--- config.mk ---
export PLATFORM = sky130hd
export DESIGN_NAME = instr_mem_loader_flat
export DESIGN_NICKNAME = d
export VERILOG_FILES = /design/src/rtl/instr_mem_loader_if.sv /design/src/rtl/instr_mem_loader.sv /design/src/flat_wrapper.sv
export SDC_FILE = /design/constraint.sdc
export NUM_CORES = 1
export LEC_CHECK = 0
export ABC_AREA = 1
export BUFFER_PORTS_ARGS = -buffer_cell sky130_fd_sc_hd__buf_4
export CORE_MARGIN = 2
export CORE_UTILIZATION = 67
export CTS_BUF_LIST = sky130_fd_sc_hd__clkbuf_8 sky130_fd_sc_hd__clkbuf_16
export CTS_CLUSTER_SIZE = 28
export DETAILED_ROUTE_END_ITERATION = 10
export PLACE_DENSITY = 0.85
export SYNTH_ARGS = -nofsm -noshare
export SYNTH_HDL_FRONTEND = slang
export SYNTH_SLANG_ARGS = --single-unit
--- constraint.sdc ---
create_clock -name CLK -period 26.8 [get_ports CLK]
set_input_delay 1.34 -clock CLK [delete_from_list [all_inputs] [get_ports CLK]]
set_output_delay 1.34 -clock CLK [all_outputs]
set_load 0.05 [all_outputs]
--- src/rtl/instr_mem_loader_if.sv ---
// Bus bundle between the processor side / switch panel and the instruction
// memory loader. The loader sits on the slave modport.
interface instr_mem_loader_if #(
    parameter int PTR_W = 5
);
    logic [7:0]       Read_Address;
    logic [7:0]       Instruction;
    logic             LOAD_MODE;
    logic [7:0]       LOAD_DATA;
    logic             LOAD_BTN;
    logic             CPU_HOLD;
    logic [PTR_W-1:0] LOAD_PTR;
    logic [PTR_W:0]   LOAD_COUNT;
    logic             MEM_FULL;

    modport master (
        output Read_Address, LOAD_MODE, LOAD_DATA, LOAD_BTN,
        input  Instruction, CPU_HOLD, LOAD_PTR, LOAD_COUNT, MEM_FULL
    );

    modport slave (
        input  Read_Address, LOAD_MODE, LOAD_DATA, LOAD_BTN,
        output Instruction, CPU_HOLD, LOAD_PTR, LOAD_COUNT, MEM_FULL
    );
endinterface

--- src/rtl/instr_mem_loader.sv ---
// Instruction memory with a switch-panel program loader.
// state | meaning
// RUN   | processor runs, memory readable on Instruction
// LOAD  | processor held, each debounced button press stores one word
module instr_mem_loader #(
    parameter int DEPTH = 32,
    parameter int PTR_W = 5
) (
    input  logic                CLK,
    input  logic                RST,
    instr_mem_loader_if.slave   bus
);

    typedef enum logic {S_RUN = 1'b0, S_LOAD = 1'b1} state_t;

    state_t           state_q, state_d;
    logic             mode_s1_q, mode_s2_q;
    logic             btn_s1_q, btn_s2_q, btn_prev_q;
    logic [7:0]       data_s1_q, data_s2_q;
    logic             hold_q, hold_d;
    logic [PTR_W-1:0] ptr_q, ptr_d;
    logic [PTR_W:0]   cnt_q, cnt_d;
    logic             full_q, full_d;
    logic             wp;
    logic             we;
    logic [7:0]       mem_q [DEPTH];
    logic [7:0]       instr;

    // Raw switch and button inputs are asynchronous; data rides along so it
    // is aligned with the synchronized button.
    always_ff @(posedge CLK or posedge RST) begin
        if (RST) begin
            mode_s1_q  <= 1'b0;
            mode_s2_q  <= 1'b0;
            btn_s1_q   <= 1'b0;
            btn_s2_q   <= 1'b0;
            btn_prev_q <= 1'b0;
            data_s1_q  <= 8'h00;
            data_s2_q  <= 8'h00;
        end else begin
            mode_s1_q  <= bus.LOAD_MODE;
            mode_s2_q  <= mode_s1_q;
            btn_s1_q   <= bus.LOAD_BTN;
            btn_s2_q   <= btn_s1_q;
            btn_prev_q <= btn_s2_q;
            data_s1_q  <= bus.LOAD_DATA;
            data_s2_q  <= data_s1_q;
        end
    end

    assign wp = btn_s2_q & ~btn_prev_q;

    // Next state and load bookkeeping; leaving LOAD wins over a coincident write.
    always_comb begin
        state_d = state_q;
        ptr_d   = ptr_q;
        cnt_d   = cnt_q;
        full_d  = full_q;
        we      = 1'b0;
        case (state_q)
            S_RUN: begin
                if (mode_s2_q) begin
                    state_d = S_LOAD;
                    ptr_d   = '0;
                    cnt_d   = '0;
                    full_d  = 1'b0;
                end
            end
            S_LOAD: begin
                if (!mode_s2_q) begin
                    state_d = S_RUN;
                end else if (wp && !full_q) begin
                    we     = 1'b1;
                    ptr_d  = ptr_q + PTR_W'(1);
                    cnt_d  = cnt_q + (PTR_W+1)'(1);
                    full_d = (cnt_q + (PTR_W+1)'(1)) == (PTR_W+1)'(DEPTH);
                end
            end
            default: state_d = S_RUN;
        endcase
        hold_d = (state_d == S_LOAD);
    end

    // State and registered status outputs.
    always_ff @(posedge CLK or posedge RST) begin
        if (RST) begin
            state_q <= S_RUN;
            hold_q  <= 1'b0;
            ptr_q   <= '0;
            cnt_q   <= '0;
            full_q  <= 1'b0;
        end else begin
            state_q <= state_d;
            hold_q  <= hold_d;
            ptr_q   <= ptr_d;
            cnt_q   <= cnt_d;
            full_q  <= full_d;
        end
    end

    // Storage; reset clears the whole program so an aborted load leaves nothing behind.
    always_ff @(posedge CLK or posedge RST) begin
        if (RST) begin
            for (int i = 0; i < DEPTH; i++) mem_q[i] <= 8'h00;
        end else if (we) begin
            mem_q[ptr_q] <= data_s2_q;
        end
    end

    // Fetch path: zero while loading or when the PC points past the memory.
    always_comb begin
        instr = 8'h00;
        if (state_q == S_RUN && 32'(bus.Read_Address) < DEPTH)
            instr = mem_q[bus.Read_Address[PTR_W-1:0]];
    end

    assign bus.Instruction = instr;
    assign bus.CPU_HOLD    = hold_q;
    assign bus.LOAD_PTR    = ptr_q;
    assign bus.LOAD_COUNT  = cnt_q;
    assign bus.MEM_FULL    = full_q;

endmodule

--- src/flat_wrapper.sv ---
// flat-port wrapper written by rule: the top's interface ports become plain ports
module instr_mem_loader_flat 
#(
    parameter int DEPTH = 32,
    parameter int PTR_W = 5
)
  (CLK, RST, bus_Read_Address, bus_LOAD_MODE, bus_LOAD_DATA, bus_LOAD_BTN, bus_Instruction, bus_CPU_HOLD, bus_LOAD_PTR, bus_LOAD_COUNT, bus_MEM_FULL);
  instr_mem_loader_if #(.PTR_W(PTR_W)) bus_i ();
  input  logic CLK;
  input  logic RST;
  input wire logic [$bits(bus_i.Read_Address)-1:0] bus_Read_Address;
  input wire logic [$bits(bus_i.LOAD_MODE)-1:0] bus_LOAD_MODE;
  input wire logic [$bits(bus_i.LOAD_DATA)-1:0] bus_LOAD_DATA;
  input wire logic [$bits(bus_i.LOAD_BTN)-1:0] bus_LOAD_BTN;
  output wire logic [$bits(bus_i.Instruction)-1:0] bus_Instruction;
  output wire logic [$bits(bus_i.CPU_HOLD)-1:0] bus_CPU_HOLD;
  output wire logic [$bits(bus_i.LOAD_PTR)-1:0] bus_LOAD_PTR;
  output wire logic [$bits(bus_i.LOAD_COUNT)-1:0] bus_LOAD_COUNT;
  output wire logic [$bits(bus_i.MEM_FULL)-1:0] bus_MEM_FULL;
  assign bus_i.Read_Address = bus_Read_Address;
  assign bus_i.LOAD_MODE = bus_LOAD_MODE;
  assign bus_i.LOAD_DATA = bus_LOAD_DATA;
  assign bus_i.LOAD_BTN = bus_LOAD_BTN;
  assign bus_Instruction = bus_i.Instruction;
  assign bus_CPU_HOLD = bus_i.CPU_HOLD;
  assign bus_LOAD_PTR = bus_i.LOAD_PTR;
  assign bus_LOAD_COUNT = bus_i.LOAD_COUNT;
  assign bus_MEM_FULL = bus_i.MEM_FULL;
  instr_mem_loader #(.DEPTH(DEPTH), .PTR_W(PTR_W)) u_core (.CLK(CLK), .RST(RST), .bus(bus_i));
endmodule
==> impl_results.rst, run 1 <==
.. list-table::
   :header-rows: 1

   * - Metric
     - Value
   * - Number of max-slew violations in the final report
     - 0
   * - Cell-by-cell trace of the critical path
     - buf_4 -> clkinv_2 -> buf_4 -> nand2_1 -> nand3_1 -> nand3_1 -> nand2_1 -> nand2_1 -> nand3_1 -> nand2_1 -> nor2_1 -> buf_4
   * - Initial Utilization
     - 0.681
   * - Layer carrying the most global-route usage
     - met2
   * - Sequential fraction of the synthesis area
     - 0.548
   * - GR Util All Layers
     - 0.331
   * - Worst-case clock buffer depth
     - 3
   * - Setup fix buffers added after clock tree synthesis
     - 0
   * - Average detailed-routed wire length per instance
     - 17.8 um
   * - Count of flip-flops with a built-in enable after synthesis
     - 0
   * - Start point of the worst hold path
     - u_core.data_s1_q[3]$_DFF_PP0_
   * - TritonCTS clock tree
     - built
   * - Number of cells produced by synthesis
     - 1,592
   * - Number of distinct library cell variants in the gate-level netlist after synthesis
     - 30
   * - Ratio of routed vias to standard cells
     - 6.01
   * - Count of boundary I/O pins
     - 41
   * - Total setup violations reported at the end of the flow
     - 0
   * - Number of port buffers
     - 40
   * - Fin crit period
     - 5.74 ns
   * - Pin count of the biggest net entering global routing
     - 214
   * - Post-route setup TNS
     - 0 ns
   * - Maximum ir drop on the vdd rail
     - 0.0000645 V
   * - Clock insertion delay at the later pin of the skew report
     - 0.54 ns
   * - Share of cells above drive strength 1
     - 0.0885
   * - CP arrival
     - 4.40 ns
   * - Reg-to-reg slack, setup
     - 24.60 ns
   * - Setup WS post-layout
     - 21.06 ns
   * - Die footprint
     - 20,900 um^2
   * - Met2 routing resource usage after global routing
     - 0.518
   * - Routed via count
     - 11,100
   * - P&R area growth vs syn
     - 8.18%
   * - CTS Hold Bufs
     - 0
   * - Cell at the slowest stage of the critical path
     - sky130_fd_sc_hd__buf_4
   * - Area share of the leading cell type in the synthesized netlist
     - 0.548
   * - Share of synthesized registers carrying an async set or reset
     - 1.00
   * - Post-detail-place hpwl
     - 19.1 mm
   * - Hold path cells
     - 0
   * - Startpoint of the most critical register-to-register path
     - u_core.bus.MEM_FULL$_DFFE_PP0P_
   * - Synthesized area per cell
     - 8.32 um^2
   * - Leakage component of the power
     - 6.58 nW
   * - Remaining max-slew budget at the tightest pin
     - 0.167
   * - Iteration-0 DRC count of the detailed router
     - 1,226
   * - First-pass GRT wire length
     - 54.3 mm
   * - Area of the mapped netlist
     - 13,200 um^2
   * - Worst-case setup slack after placement
     - 21.24 ns
   * - Number of cells on the worst reg-to-reg path
     - 6
   * - ANT cells
     - 0
   * - Type of the worst setup path
     - in2out
   * - Flip-flop and latch count after synthesis
     - 290
   * - Total number of yosys warnings
     - 0
   * - Library cell appearing most often on the critical path
     - sky130_fd_sc_hd__nand2_1
   * - Number of standard-cell rows in the floorplan
     - 51
   * - Number of hold violations in the final report
     - 0
   * - Maxcap violations
     - 0
   * - Result of the run
     - completed
   * - Global routing usage on met3
     - 0.0507
   * - Overall overflow remaining after global route
     - 0
   * - Cell Pwr Density
     - 67.0 nW/um^2
   * - DIE WIDTH
     - 145 um
   * - Global routing met1 resource utilization
     - 0.470
   * - Worst Max-Slew Pin Slew
     - 1.25 ns
   * - Number of global-route vias before repair
     - 10,600
   * - Number of levels the H-tree was split into
     - 1
   * - Most frequently used flop master after synthesis
     - sky130_fd_sc_hd__dfrtp_1
   * - Worst min path class
     - reg2reg
   * - Synth area leader
     - sky130_fd_sc_hd__dfrtp_1
   * - Maximum clock skew at final layout
     - 0.00725 ns
   * - Antenna violation net count after detailed routing
     - 0
   * - Largest stage delay on the critical path
     - 0.64 ns
   * - Number of antenna violations at the first check in global routing
     - 0
   * - Required time of the critical path
     - 25.46 ns
   * - Number of remaining DRC errors
     - 0
   * - Final clock period utilization by the worst path
     - 0.214
   * - Clock root buffer
     - sky130_fd_sc_hd__clkbuf_16
   * - Post-Synthesis Net Count
     - 1,618
   * - Final RePlAce weighted congestion
     - 0.892
   * - Clock-pin transition on the worst setup and hold timing paths
     - 0.06 ns
   * - Largest cells by area after synthesis
     - sky130_fd_sc_hd__dfrtp_1 55%, sky130_fd_sc_hd__nand2_1 16%, sky130_fd_sc_hd__o21ai_0 10%
   * - Inserted Clock Buffers
     - 29
   * - Final net count
     - 1,586
   * - Resize count post-CTS
     - 0
   * - RSZ-0062 raised after global routing
     - no
   * - Element type at the critical path end
     - output pin
   * - Sink of the worst hold path
     - u_core.data_s2_q[3]$_DFF_PP0_
   * - Max Fclk
     - 0.174 GHz
   * - Number of clock sinks
     - 290
   * - Kind of start point of the critical path
     - input port
   * - Filler cells
     - 1,491
   * - Height of the die
     - 145 um
   * - Worst R2R End
     - u_core.mem_q[132]$_DFFE_PP0P_
   * - Crit Path Max Fanout
     - 96
   * - Detailed-route wire length
     - 33.0 mm
   * - Core region area
     - 19,500 um^2
   * - Drt pass-1 iters
     - 6
==> cells by family after synthesis <==
| kind of cell | after synthesis | share of synthesized area |
|---|---|---|
| adders and majority gates | 6 | 0.00567 |
| xor gates and xnor gates | 4 | 0.00264 |
| DFF | 290 | 0.548 |
| AOI/OAI and AO/OA | 293 | 0.112 |
| buffers and inverters | 143 | 0.0598 |
| and+or+nand+nor | 856 | 0.272 |
==> layer usage <==
metal / wire, um / share of wire
met5: 0 / 0
met3: 2650 / 0.080
met2: 15100 / 0.46
met4: 1300 / 0.039
met1: 13900 / 0.42
==> placed cells by master, fill, tap and decap left out, drive strengths merged, types with 7 or more instances in the layout <==
cell type | netlist | final
nand3 | 179 | 179
nor2 | 61 | 61
clkinv | 2 | 10
nand2 | 608 | 608
bufinv | 0 | 7
clkbuf | 47 | 32
inv | 32 | 35
buf | 62 | 46
dfrtp | 290 | 290
o21ai | 282 | 282
==> state kept, by name (all words and copies together), names as in the netlist <==
register,flops
u_core.bus.MEM_FULL,1
u_core.mem_q,256
u_core.mode_s1_q,1
u_core.btn_prev_q,1
u_core.bus.LOAD_COUNT,6
u_core.mode_s2_q,1
u_core.data_s2_q,8
u_core.state_q,1
u_core.bus.LOAD_PTR,5
u_core.data_s1_q,8
u_core.btn_s1_q,1
u_core.btn_s2_q,1
==> power by group <==
part / internal [W] / switching (W)
Sequential: 0.000447 / 0.00000595
Combinational: 0.0000165 / 0.0000498
Clock: 0.000272 / 0.000169
Total: 0.000736 / 0.000225
==> final cells by class <==
cell class | count | area (um^2) | area share
inverter | 34 | 136 | 0.00952
clock buffer | 32 | 767 | 0.0535
clock inverter | 21 | 283 | 0.0197
timing repair buffer | 46 | 358 | 0.0250
sequential | 290 | 7260 | 0.506
tap | 265 | 332 | 0.0231
multi-input combinational | 1159 | 5200 | 0.363
==> worst max-delay path by stage <==
stage / startpoint / end / depth (start not counted)
6_report: bus_Read_Address[0] / bus_Instruction[1] / 12
5_1_grt: bus_Read_Address[0] / bus_Instruction[5] / 12
4_1_cts: bus_Read_Address[0] / bus_Instruction[1] / 12
3_5_place_dp: bus_Read_Address[0] / bus_Instruction[1] / 12
3_3_place_gp: bus_Read_Address[0] / bus_Instruction[6] / 12
2_1_floorplan: RST / u_core.btn_prev_q$_DFF_PP0_ / 1
==> metrics by stage <==
stage	hold WS (ns)	std cells	area, um^2	power [W]	util
after CTS	0.350	1847	14300	0.000962	0.736
final	0.348	1847	14300	0.000960	0.736
after floorplan	0.331	1592	13200	0.000507	-
after global routing	0.355	1847	14300	0.000989	0.736
after global placement	0.331	1794	13300	0.000525	0.682
after detailed placement	0.336	1794	13300	0.000526	0.682
==> cell usage after synthesis, types with 5 or more instances <==
master                     instances
sky130_fd_sc_hd__nand3_1         178
sky130_fd_sc_hd__clkbuf_1         47
sky130_fd_sc_hd__ha_1              6
sky130_fd_sc_hd__inv_1            31
sky130_fd_sc_hd__buf_2            24
sky130_fd_sc_hd__nand2_1         576
sky130_fd_sc_hd__buf_1             8
sky130_fd_sc_hd__o21ai_0         264
sky130_fd_sc_hd__nor3_2            5
sky130_fd_sc_hd__buf_6            30
sky130_fd_sc_hd__o22ai_1           5
sky130_fd_sc_hd__nand2_2          30
sky130_fd_sc_hd__o21ai_1          18
sky130_fd_sc_hd__dfrtp_1         290
sky130_fd_sc_hd__nor2_1           57
==> worst max-delay path: cells and delay by family <==
family,cells,cell delay (ns)
buf+inv,4,2.09
simple gates,8,0.85
Note: power is estimated with default switching activity, not from simulation.
==> run 2, diff against run 1 <==
--- a/config.mk
+++ b/config.mk
@@ -5,14 +5,14 @@
 export SDC_FILE = /design/constraint.sdc
 export NUM_CORES = 1
 export LEC_CHECK = 0
-export ABC_AREA = 1
+export ABC_AREA = 0
 export BUFFER_PORTS_ARGS = -buffer_cell sky130_fd_sc_hd__buf_4
 export CORE_MARGIN = 2
-export CORE_UTILIZATION = 67
+export CORE_UTILIZATION = 56
 export CTS_BUF_LIST = sky130_fd_sc_hd__clkbuf_8 sky130_fd_sc_hd__clkbuf_16
 export CTS_CLUSTER_SIZE = 28
 export DETAILED_ROUTE_END_ITERATION = 10
-export PLACE_DENSITY = 0.85
+export PLACE_DENSITY = 0.76
 export SYNTH_ARGS = -nofsm -noshare
 export SYNTH_HDL_FRONTEND = slang
 export SYNTH_SLANG_ARGS = --single-unit
==> constraint.sdc (replaced) <==
create_clock -name CLK -period 4.9 [get_ports CLK]
set_input_delay 0.245 -clock CLK [delete_from_list [all_inputs] [get_ports CLK]]
set_output_delay 0.245 -clock CLK [all_outputs]
set_load 0.05 [all_outputs]
==> run 2 against run 1 <==
  * Die area rose by 18%
  * Clock power rose to 5.4 times the previous value
  * Sequential share of layout area shrank 1.4 points
  * Global-route usage fell by 8.6 points
  * Critical path depth down 8
  * Sequential power rose to 5.5 times the previous value
  * Hold slack got worse by 0.0036 ns
  * Area after synthesis decreased by 0.72%
  * Worst setup slack got worse by 19 ns
  * Cell area rose by 2.8%
==> impl_results.rst, run 2 <==
.. list-table::
   :header-rows: 1

   * - Metric
     - Value
   * - Result of the run
     - completed
   * - Routed via count
     - 7,579
   * - Synthesized area per cell
     - 15.6 um^2
   * - Synth area leader
     - sky130_fd_sc_hd__dfrtp_1
   * - Largest stage delay on the critical path
     - 0.94 ns
   * - Largest registers in the final layout
     - u_core.mem_q (256), u_core.data_s1_q (8), u_core.data_s2_q (8)
   * - Combinational fraction of design power
     - 0.051
   * - Number of remaining DRC errors
     - 0
   * - CP arrival
     - 3.40 ns
   * - Worst min path class
     - reg2reg
   * - CTS Hold Bufs
     - 11
   * - Type of the worst setup path
     - reg2reg
   * - Final clock period utilization by the worst path
     - 0.609
   * - Remaining max-slew budget at the tightest pin
     - 0.147
   * - Number of stages on the worst setup path
     - 4
   * - Drt pass-1 iters
     - 5
   * - Number of clock sinks
     - 290
   * - Cell with the most instances after synthesis
     - sky130_fd_sc_hd__dfrtp_1
   * - Resize count post-CTS
     - 0
   * - RSZ-0062 raised after global routing
     - no
   * - Crit Path Max Fanout
     - 41
   * - Leading cell types in the layout, fill and taps excluded
     - 290 x sky130_fd_sc_hd__dfrtp_1, 254 x sky130_fd_sc_hd__mux2_2, 55 x sky130_fd_sc_hd__mux4_2, 43 x sky130_fd_sc_hd__buf_4, 33 x sky130_fd_sc_hd__mux2i_1
   * - Most common cell after layout, fill and taps aside
     - sky130_fd_sc_hd__dfrtp_1
   * - Number of distinct library cell variants in the gate-level netlist after synthesis
     - 40
   * - Cell at the slowest stage of the critical path
     - sky130_fd_sc_hd__and3_2
   * - Leakage component of the power
     - 7.13 nW
   * - Final RePlAce weighted congestion
     - 0.777
   * - Maximum ir drop on the vdd rail
     - 0.000284 V
   * - Area share of the leading cell type in the synthesized netlist
     - 0.552
   * - Share of synthesized registers carrying an async set or reset
     - 1.00
   * - Number of max-slew violations in the final report
     - 0
   * - Count of flip-flops with a built-in enable after synthesis
     - 0
   * - Number of global-route vias before repair
     - 8,132
   * - Post-route setup TNS
     - 0 ns
   * - DIE WIDTH
     - 157 um
   * - Largest cells by area after synthesis
     - sky130_fd_sc_hd__dfrtp_1 55%, sky130_fd_sc_hd__mux2_2 22%, sky130_fd_sc_hd__mux4_2 9.4%
   * - TritonCTS clock tree
     - built
   * - Cell Pwr Density
     - 348 nW/um^2
   * - Antenna violation net count after detailed routing
     - 0
   * - Switching Share
     - 0.219
   * - Worst Max-Slew Pin Slew
     - 1.28 ns
   * - Hold path cells
     - 0
   * - Top cells by count, synth
     - 290 x sky130_fd_sc_hd__dfrtp_1, 254 x sky130_fd_sc_hd__mux2_2, 55 x sky130_fd_sc_hd__mux4_2
   * - Setup fix buffers added after clock tree synthesis
     - 0
   * - Most flop-heavy register
     - u_core.mem_q
   * - Most frequently used flop master after synthesis
     - sky130_fd_sc_hd__dfrtp_1
   * - Family of cells with the greatest summed delay on the critical path
     - simple AND/OR/NAND/NOR gates
   * - Post-route standard cell area excluding fillers
     - 14,700 um^2
   * - Die footprint
     - 24,700 um^2
   * - Core region area
     - 23,300 um^2
   * - Worst-case clock buffer depth
     - 3
   * - Average detailed-routed wire length per instance
     - 23.9 um
   * - Number of port buffers
     - 40
   * - Power share of the sequential group
     - 0.488
   * - Share of cells above drive strength 1
     - 0.494
   * - Post-Synthesis Net Count
     - 868
   * - Maximum clock skew at final layout
     - 0.0108 ns
   * - Power share of the clock group
     - 0.460
   * - Height of the die
     - 157 um
   * - Ratio of routed vias to standard cells
     - 6.24
   * - Switch Pwr
     - 0.00112 W
   * - Number of cells on the worst reg-to-reg path
     - 4
   * - Maxcap violations
     - 0
   * - Internal power component
     - 0.00401 W
   * - Sequential fraction of the synthesis area
     - 0.552
   * - Number of antenna violations at the first check in global routing
     - 0
   * - Number of levels the H-tree was split into
     - 1
   * - Clock root buffer
     - sky130_fd_sc_hd__clkbuf_16
   * - Number of cells produced by synthesis
     - 842
   * - Max Fclk
     - 0.335 GHz
   * - Number of hold violations in the final report
     - 0
   * - Number of flip-flops under the largest register name
     - 256
   * - Fin crit period
     - 2.99 ns
   * - Clock insertion delay at the later pin of the skew report
     - 0.55 ns
   * - Buffer and inverter count on the worst path
     - 0
   * - Flip-flop and latch count after synthesis
     - 290
   * - DP Area
     - 13,600 um^2
   * - Total number of yosys warnings
     - 0
   * - First-pass GRT wire length
     - 46.0 mm
   * - Detailed-route wire length
     - 29.1 mm
   * - Area of the mapped netlist
     - 13,200 um^2
   * - Element type at the critical path end
     - flop
   * - Filler cells
     - 1,702
   * - GR Util All Layers
     - 0.245
   * - Clock-pin transition on the worst setup and hold timing paths
     - 0.06 ns
   * - P&R area growth vs syn
     - 12.0%
   * - Cell-by-cell trace of the critical path
     - nor3b_1 -> and3_2 -> nand3_1 -> mux2_2
   * - Total setup violations reported at the end of the flow
     - 0
   * - Post-detail-place hpwl
     - 18.1 mm
   * - Number of standard-cell rows in the floorplan
     - 56
   * - Inserted Clock Buffers
     - 30
   * - Initial Utilization
     - 0.565
   * - Overall overflow remaining after global route
     - 0
   * - Required time of the critical path
     - 5.32 ns
   * - Count of boundary I/O pins
     - 41
   * - Final net count
     - 897
   * - Pin count of the biggest net entering global routing
     - 165
   * - Kind of start point of the critical path
     - flop
   * - Iteration-0 DRC count of the detailed router
     - 540
-- run 2: power by group through the flow --
stage          logic (W)  registers, W  clock network (W)
6_report        0.000264       0.00251            0.00236
5_1_grt         0.000288       0.00251            0.00252
4_1_cts         0.000268       0.00251            0.00241
3_5_place_dp    0.000261       0.00255                  0
3_3_place_gp    0.000252       0.00254                  0
2_1_floorplan   0.000209       0.00252                  0
-- run 2: path summary, 6_finish.rpt --
| kind | start | endpoint | slack, ns |
|---|---|---|---|
| max | u_core.bus.MEM_FULL$_DFFE_PP0P_ | u_core.mem_q[135]$_DFFE_PP0P_ | 1.91 |
| min | u_core.data_s1_q[0]$_DFF_PP0_ | u_core.data_s2_q[0]$_DFF_PP0_ | 0.34 |
| max reg2reg | u_core.bus.MEM_FULL$_DFFE_PP0P_ | u_core.mem_q[135]$_DFFE_PP0P_ | 1.91 |
| min reg2reg | u_core.data_s1_q[0]$_DFF_PP0_ | u_core.data_s2_q[0]$_DFF_PP0_ | 0.34 |
| max in group asynchronous | RST | u_core.mem_q[0]$_DFFE_PP0P_ | 3.08 |
| min in group asynchronous | RST | u_core.mem_q[72]$_DFFE_PP0P_ | 0.45 |
-- run 2: cell type report --
| class | count | area [um^2] | share of cell area |
|---|---|---|---|
| flip-flops and latches | 290 | 7260 | 0.492 |
| well taps | 319 | 399 | 0.0271 |
| clock inverters | 17 | 181 | 0.0123 |
| diodes | 1 | 2.50 | 0.000170 |
| clock buffers | 38 | 872 | 0.0592 |
| multi-input cells | 485 | 5530 | 0.376 |
| repair buffers | 55 | 453 | 0.0307 |
| inverters | 9 | 37.5 | 0.00255 |
-- run 2: layer usage --
| metal | wire length (um) | vias up | GRT usage | part of all wire |
|---|---|---|---|---|
| met2 | 14400 | 224 | 0.408 | 0.50 |
| li1 | - | 3222 | - | - |
| met1 | 12300 | 4074 | 0.332 | 0.42 |
| met3 | 1500 | 59 | 0.0432 | 0.052 |
| met4 | 829 | 0 | 0.0719 | 0.029 |
| met5 | 0 | - | 0 | 0 |
-- run 2: kinds of logic (layout without fill, tap and decap cells) --
kind of cell             after synthesis  in the layout  synth area share
other                                  0              1                 0
adder cells (fa/ha/maj)                6              6           0.00571
flip-flops                           290            290             0.552
buffers and inverters                 67            119            0.0277
multiplexers                         345            345             0.340
XOR/XNOR                               1              1          0.000666
AO/OA/AOI/OAI                         60             60            0.0322
AND/OR/NAND/NOR                       73             73            0.0416
-- run 2: through the flow --
step | instances | power (W) | hold WS [ns] | util | setup WS (ns)
after floorplan | 842 | 0.00273 | 0.276 | - | 0.808
after global placement | 1147 | 0.00279 | 0.333 | 0.583 | 2.09
after detailed placement | 1147 | 0.00281 | 0.335 | 0.583 | 1.92
after CTS | 1213 | 0.00518 | 0.328 | 0.633 | 1.91
after global routing | 1213 | 0.00532 | 0.343 | 0.633 | 1.78
final | 1214 | 0.00513 | 0.344 | 0.633 | 1.91
